--- src/rtl/divmmc_pkg.sv ---
// rtl/divmmc_pkg.sv - shared constants and state encoding for the divMMC SPI path
//
// Purpose: port decode constants, card-select idle value, SPI idle levels
//          and the byte-engine state encoding.
// Ports:   none (package).

package divmmc_pkg;

   localparam logic [7:0] DIVIDE_CONTROL_PORT = 8'hE3;
   localparam logic [7:0] ZXMMC_CONTROL_PORT  = 8'hE7;
   localparam logic [7:0] ZXMMC_SPI_PORT      = 8'hEB;

   localparam logic [1:0] CARD_NONE = 2'b11;

   localparam logic SCLK_IDLE = 1'b0;
   localparam logic MOSI_IDLE = 1'b1;

   typedef enum logic {
      IDLE  = 1'b0,
      SHIFT = 1'b1
   } spi_state_t;

endpackage

--- src/rtl/divmmc_spi_clkgen.sv ---
// rtl/divmmc_spi_clkgen.sv - SCLK half-period divider for the divMMC SPI engine
//
// Purpose: counts system clocks 0..div-1 while enabled; on the last count it
//          wraps and toggles SCLK. While disabled the counter is held at 0
//          and SCLK sits at its idle level.
// Ports:   clock, reset (async, active-low)
//          enable  - engine is shifting
//          div     - latched half-period length in system clocks
//          tick    - high on the cycle whose rising edge toggles SCLK
//          sclk    - registered SCLK level

module divmmc_spi_clkgen
   import divmmc_pkg::*;
#(
   parameter int CNT_W = 7
) (
   input  logic             clock,
   input  logic             reset,
   input  logic             enable,
   input  logic [CNT_W-1:0] div,
   output logic             tick,
   output logic             sclk
);

   localparam logic [CNT_W-1:0] ONE = CNT_W'(1);

   logic [CNT_W-1:0] cnt;

   assign tick = enable && (cnt == (div - ONE));

   always_ff @(posedge clock or negedge reset) begin
      if (!reset) begin
         cnt  <= '0;
         sclk <= SCLK_IDLE;
      end else if (!enable) begin
         cnt  <= '0;
         sclk <= SCLK_IDLE;
      end else if (tick) begin
         cnt  <= '0;
         sclk <= ~sclk;
      end else begin
         cnt  <= cnt + ONE;
      end
   end

endmodule

--- src/rtl/divmmc_spi_master.sv ---
// rtl/divmmc_spi_master.sv - divMMC SPI mode-0 byte engine with card-select register
//
// Purpose: shifts one byte per accepted start MSB first, samples MISO on SCLK
//          rising toggles, returns the received byte with a one-cycle done.
// Ports:   clock, reset (async, active-low)
//          start, tx_byte, speed_sel      - transfer request, data, rate select
//          cs_we, cs_d                    - card-select register write
//          busy, done, rx_byte            - transfer status and result
//          card                           - active-low card selects
//          spi_clock, spi_dataout, spi_datain - SCLK, MOSI, MISO

module divmmc_spi_master
   import divmmc_pkg::*;
#(
   parameter int SLOW_DIV = 64,
   parameter int FAST_DIV = 1,
   parameter int CNT_W    = 7
) (
   input  logic       clock,
   input  logic       reset,
   input  logic       start,
   input  logic [7:0] tx_byte,
   input  logic       speed_sel,
   input  logic       cs_we,
   input  logic [1:0] cs_d,
   output logic       busy,
   output logic       done,
   output logic [7:0] rx_byte,
   output logic [1:0] card,
   output logic       spi_clock,
   output logic       spi_dataout,
   input  logic       spi_datain
);

   localparam logic [CNT_W-1:0] SLOW_CNT = CNT_W'(SLOW_DIV);
   localparam logic [CNT_W-1:0] FAST_CNT = CNT_W'(FAST_DIV);

   spi_state_t       state;
   logic [6:0]       tx_shift;   // bits still to send; bit 7 is already on MOSI
   logic [7:0]       rx_shift;
   logic [2:0]       bit_cnt;
   logic [CNT_W-1:0] div_q;
   logic             tick;
   logic             finishing;
   logic             accept;

   divmmc_spi_clkgen #(
      .CNT_W (CNT_W)
   ) u_clkgen (
      .clock  (clock),
      .reset  (reset),
      .enable (state == SHIFT),
      .div    (div_q),
      .tick   (tick),
      .sclk   (spi_clock)
   );

   // The 8th falling toggle ends the byte; a start on that same edge chains
   // the next byte so SCLK never gets an extra cycle between bytes.
   assign finishing = (state == SHIFT) && tick && spi_clock && (bit_cnt == 3'd7);
   assign accept    = start && ((state == IDLE) || finishing);

   always_ff @(posedge clock or negedge reset) begin
      if (!reset) begin
         state       <= IDLE;
         tx_shift    <= '1;
         rx_shift    <= 8'hFF;
         bit_cnt     <= '0;
         div_q       <= SLOW_CNT;
         busy        <= 1'b0;
         done        <= 1'b0;
         rx_byte     <= 8'hFF;
         card        <= CARD_NONE;
         spi_dataout <= MOSI_IDLE;
      end else begin
         done <= 1'b0;

         if (finishing) begin
            state       <= IDLE;
            spi_dataout <= MOSI_IDLE;
            rx_byte     <= rx_shift;
            done        <= 1'b1;
            busy        <= 1'b0;
         end else if ((state == SHIFT) && tick) begin
            if (!spi_clock) begin
               rx_shift <= {rx_shift[6:0], spi_datain};
            end else begin
               spi_dataout <= tx_shift[6];
               tx_shift    <= {tx_shift[5:0], 1'b1};
               bit_cnt     <= bit_cnt + 3'd1;
            end
         end

         // Later assignments override the finish path on a chained start.
         if (accept) begin
            state       <= SHIFT;
            tx_shift    <= tx_byte[6:0];
            spi_dataout <= tx_byte[7];
            busy        <= 1'b1;
            bit_cnt     <= '0;
            div_q       <= speed_sel ? FAST_CNT : SLOW_CNT;
         end

         if (cs_we) begin
            card <= cs_d;
         end
      end
   end

endmodule
--- config.mk ---
export PLATFORM = sky130hd
export DESIGN_NAME = divmmc_spi_master
export DESIGN_NICKNAME = d
export VERILOG_FILES = /design/src/rtl/divmmc_pkg.sv /design/src/rtl/divmmc_spi_clkgen.sv /design/src/rtl/divmmc_spi_master.sv
export SDC_FILE = /design/constraint.sdc
export NUM_CORES = 1
export LEC_CHECK = 0
export BUFFER_PORTS_ARGS = -buffer_cell sky130_fd_sc_hd__buf_4
export CAP_MARGIN = 30
export CORE_MARGIN = 2
export CORE_UTILIZATION = 30
export DETAILED_ROUTE_END_ITERATION = 10
export GPL_TIMING_DRIVEN = 1
export HOLD_SLACK_MARGIN = 0.03
export MAX_ROUTING_LAYER = met4
export PLACE_DENSITY = 0.48
export SLEW_MARGIN = 20
export SYNTH_ARGS = -nofsm -noshare
export SYNTH_HDL_FRONTEND = slang
export SYNTH_SLANG_ARGS = --single-unit
--- constraint.sdc ---
create_clock -name clock -period 3.5 [get_ports clock]
set_clock_uncertainty 0.1 [all_clocks]
set_input_delay 0.35 -clock clock [delete_from_list [all_inputs] [get_ports clock]]
set_output_delay 0.35 -clock clock [all_outputs]
set_load 0.01 [all_outputs]
== Word-level counts from Yosys, hierarchy flattened ==
Index checks and enable logic that the tools add are counted.

* $add $sub $neg: 3
* Equal/unequal tests: 4
* Mux-type cells: 20
* Bitwise operators: 3
* Reductions and logical operators: 14

{| class="wikitable"
|+ Operators by type and width
! cell !! number
|-
| 7-bit 2-to-1 mux || 7
|-
| 3-bit 2-to-1 mux || 4
|-
| 1-bit 2-to-1 mux || 9
|-
| 7-bit by 1-bit adder with 7-bit output (second input constant) || 1
|-
| 7-bit == test || 1
|-
| 7-bit by 1-bit subtractor with 7-bit output (second input constant) || 1
|-
| 3-bit AND reduction || 2
|-
| 2-bit nonzero test || 3
|-
| 3-bit nonzero test || 2
|-
| 1-bit logical AND || 5
|-
| 2-bit by 1-bit inequality test with 1-bit output (second input constant) || 2
|-
| 3-bit by 1-bit adder with 3-bit output (second input constant) || 1
|-
| 3-bit == test (second input constant) || 1
|-
| 1-bit inverter || 3
|-
| 2-bit AND reduction || 1
|-
| 1-bit logical OR || 1
|}

* Bits in registers: 46
* Input port bits: 16
* Output and inout bits: 14
* Logic and storage cells: 55

== Logic depth before layout (Yosys ltp) ==
* Depth after elaboration: 10
* Depth in mapped cells: 7
* Depth with buffers taken out: 6

== By module ==
From an unflattened synthesis, not the netlist that was laid out.

* Cell total of the unflattened synthesis: 149
* Area, all modules: 2,011.9 um^2

{| class="wikitable"
|+ By module, submodules not included
! module !! instances !! cells each !! area an instance (um^2) !! sequential area each (um^2)
|-
| divmmc_spi_master || 1 || 92 || 1,442.6 || 859.6
|-
| divmmc_spi_clkgen || 1 || 57 || 569.3 || 200.2
|}

== Least setup slack after synthesis ==
OpenSTA, ideal clock, no wires.

* Path kind: reg2reg
* Start point: register u_clkgen.cnt[1]
* End point: register div_q[0]
* Setup time: 128 ps
* Arrival time: 2,215 ps
* Required time: 3,272 ps
* Setup slack: 1,058 ps
* Stages on the path, launching flop included: 6
* Buffers on the path: 1
* Period minus slack after synthesis: 2,442 ps
* Cells stage by stage: dfrtp_1 or4_4 or4_1 buf_2 a31oi_4 mux2_1

* Cells in the longest elaborated chain, start to end: 7

{| class="wikitable"
|+ Ends and longest elaborated chain
! item !! RTL line !! source
|-
| start: declaration || divmmc_spi_clkgen.sv:27 || <nowiki>logic [CNT_W-1:0] cnt;</nowiki>
|-
| start signal: assignment || divmmc_spi_clkgen.sv:42 || <nowiki>cnt <= cnt + ONE;</nowiki>
|-
| 7-bit == test || divmmc_spi_clkgen.sv:29 || <nowiki>assign tick = enable && (cnt == (div - ONE));</nowiki>
|-
| 1-bit logical AND || divmmc_spi_clkgen.sv:29 ||
|-
| 1-bit logical AND (3 in series) || divmmc_spi_master.sv:60 || <nowiki>assign finishing = (state == SHIFT) && tick && spi_clock && (bit_cnt == 3'd7);</nowiki>
|-
| 1-bit logical OR || divmmc_spi_master.sv:61 || <nowiki>assign accept = start && ((state == IDLE) || finishing);</nowiki>
|-
| 1-bit logical AND || divmmc_spi_master.sv:61 ||
|-
| end signal: assignment || divmmc_spi_master.sv:101 || <nowiki>div_q <= speed_sel ? FAST_CNT : SLOW_CNT;</nowiki>
|-
| end: declaration || divmmc_spi_master.sv:42 || <nowiki>logic [CNT_W-1:0] div_q;</nowiki>
|}

No other way between the ends.
A chain may end at the register's enable or synchronous reset.

== Worst setup path after layout ==
Same ends and word-level chain as after synthesis.

==> summary.md <==
| Metric | Value |
|---|---|
| Final setup viols | `0` |
| Max-slew violations | `0` |
| #FFs+latches synth | `41` |
| First-pass GRT wire length | `6890 um` |
| Nets | `roughly 210` |
| Worst Path Required | `about 3.6 ns` |
| CP Launch Type | `register` |
| Comb pwr share | `about a fifth` |
| Multi-input logic area | `about 840 um2` |
| Clock Power Share | `slightly below 30%` |
| CTS tree | `yes` |
| Switching power total | `around 410 uW` |
| Crit. End Element | `register` |
| Synth Cell Area | `a little under 2000 um2` |
| Die height | `~85 um` |
| Worst hold start | `speed_sel` |
| Die X-Extent | `roughly 85 um` |
| CP arrival | `2.74 ns` |
| H-tree levels | `2` |
| Starting Density | `a little under a third` |
| Simple-Gate Fraction of Synth Area | `about an eighth` |
| Boundary Pins | `30` |
| RSZ-0062 raised after global routing | `false` |
| Number of buffers created by CTS | `5` |
| Status | `finished, final reports clean` |
| Reg2reg start | `u_clkgen.cnt[1]` |
| Largest net degree at the start of global routing | `42` |
| Synth area leaders | `dfstp_2, dfrtp_1, mux2_2, nand3_1, a311oi_1` |
| Root Driver | `clkbuf_8` |
| Die area | `7160 um2` |
| P&R area growth vs syn | `22.0%` |
| CTS max path bufs | `2` |
| Worst Max-Slew Pin Slew | `~0.55 ns` |
| Number of library cell types mapped by synthesis | `39` |
| Setup repair bufs after CTS | `0` |
| Hold Vio Cnt, Final | `0` |
| Post-Syn Nets | `180` |
| Compound-Gate Fraction of Synth Area | `~13%` |
| N_diodes | `0` |
| Yosys top cell area share | `36.4%` |
| Max VDD drop | `231 uV` |
| Commonest non-fill, non-tap cells in the layout | `buf_4, dfstp_2, mux2_2` |
| Fin crit period | `~2.7 ns` |
| P_int | `969 uW` |
| Max-Cap Viols | `0` |
| Gr ovfl total | `0` |
| Worst Path Class, Setup | `register to register` |
| Top FF cell, synth | `dfstp_2` |
| Antenna violations before repair | `0` |
| Leakage | `around 0.001 uW` |
| Pwr dens | `slightly below 600 nW/um2` |
| Post-synth EDFFs | `0` |
| Core ar. | `roughly 6300 um2` |
| Clock sink total | `between 40 and 50` |
| Register area | `approximately 1100 um2` |
| Vias | `between 1000 and 1500` |
| Synth area leader | `dfstp_2` |
| Setup Total Neg Slack | `0 ns` |
| Total track usage | `between 10% and 20%` |
| Rows | `29` |
| Clk_lat worst skew | `0.29 ns` |
| Synth async-reset ratio | `100%` |
| Vias in the first global route | `about 1400` |
| Placer Congestion | `about 0.79` |
| DP HPWL | `roughly 2800 um` |
| Share of layout cells above drive strength 1 | `48.2%` |
| Final Util | `approximately 38%` |
| Routed WL | `~4000 um` |
| Seq/Total Area, Yosys | `a little over half` |
| Commonest non-fill, non-tap cell in the layout | `buf_4` |
| Max-slew headroom | `about 62%` |
| WL per Instance | `roughly 15 um` |
| PortBufs | `29` |
| Worst hold path type | `input pin to register` |
| Routed Antenna Nets | `0` |
| Avg Vias per Cell | `5.11` |
| Switch share | `29.7%` |
| Iteration-0 DRC count of the detailed router | `between 80 and 90` |
| Xor/xnor share of the synthesized area | `roughly 3.1%` |
| Sequential power share | `49.8%` |
| FILL cells | `634` |
| Post-Synth Adder-Cell Area | `a little under 2%` |
| Mux contribution to synthesized area | `12.1%` |
| Clock-pin slew on the worst setup and hold paths | `0.08 ns` |
| # DRC | `0` |
| Fin crit share | `76.0%` |
| Largest family of logic cells by synthesized area | `simple AND/OR/NAND/NOR gates` |
| CP Max Fanout | `8` |
| DRT Pass-1 Iters | `4` |
| Synth Area per Inst | `12.1 um2` |
| Setup crit start | `u_clkgen.cnt[1]` |
| Cells after Synth | `161` |
| Post_cts resized | `0` |
| Fmax | `roughly 380 MHz` |
| Syn. warnings | `0` |
## synthesized netlist by cell type, types with 4 or more instances
cell / count
a21oi_1: 4
mux2_2: 19
nor2_1: 7
nor4_1: 6
inv_1: 4
xor2_1: 4
a31oi_1: 6
dfrtp_1: 14
nand3_1: 15
a311oi_1: 6
o21ai_0: 9
dfstp_2: 27
## per-layer routing
layer / share of wire (%) / GRT usage, % / vias to the layer above
li1: - / - / 677
met1: 50 / 17.1 / 666
met2: 43 / 17.7 / 37
met3: 5.2 / 3.24 / 10
met4: 2.4 / 5.63 / 0
met5: 0 / - / -
## final cells by class
cell class | count | share of cell area, %
clock buffer | 6 | 3.47
multi-input combinational | 109 | 35.2
clock inverter | 2 | 1.53
tap | 77 | 4.05
timing repair buffer | 33 | 10.5
inverter | 4 | 0.631
sequential | 41 | 44.6
## metrics by stage
step           hold slack [ns]  total power [uW]  setup WS, ns  cell area (um2)  std cells
6_report                 0.108              1380         0.842             2380        272
3_5_place_dp             0.266               990         0.869             2250        263
5_1_grt                  0.106              1480         0.739             2380        272
4_1_cts                  0.102              1400         0.832             2380        272
2_1_floorplan          -0.0456               885          1.06             1950        161
3_3_place_gp             0.253               974         0.919             2250        263
## worst max-delay path: stages (launching register included)
cell and delay, ns:
dfrtp_1 0.43, or4_4 0.58, or4_1 0.73, a31oi_4 0.35, mux2_1 0.35
## path summary, 6_finish.rpt
kind,cells past startpoint,slack [ns],endpoint
min,2,0.11,div_q[6]
max,4,0.84,div_q[0]
min reg2reg,2,0.39,div_q[6]
max reg2reg,4,0.84,div_q[0]
min in group asynchronous,2,0.47,state
max in group asynchronous,2,2.46,rx_shift[5]
## power groups by stage
| stage | registers [uW] | logic [uW] | clock network, uW |
|---|---|---|---|
| 2_1_floorplan | 676 | 209 | 0 |
| 3_3_place_gp | 687 | 286 | 0 |
| 3_5_place_dp | 694 | 295 | 0 |
| 4_1_cts | 686 | 298 | 420 |
| 5_1_grt | 704 | 342 | 438 |
| 6_report | 686 | 292 | 399 |
## state kept, by name (all words and copies together), names as in the netlist
signal and cells:
spi_dataout 1, u_clkgen.sclk 1, rx_shift 8, tx_shift 7
done 1, u_clkgen.cnt 7, bit_cnt 3, div_q 2
card 2, rx_byte 8, state 1
## kinds of logic after synthesis
family                   count (synthesis)
XOR/XNOR                                 7
adder cells (fa/ha/maj)                  3
AND/OR/NAND/NOR                         45
flip-flops                              41
AO/OA/AOI/OAI                           33
buffers and inverters                   11
multiplexers                            21
## timing repair
| action | CTS | global route |
|---|---|---|
| setup endpoints to repair | 0 | 0 |
| endpoints found under the hold margin | 14 | 0 |
| hold buffers | 1 | 0 |
(Power assumes the default switching activity.)
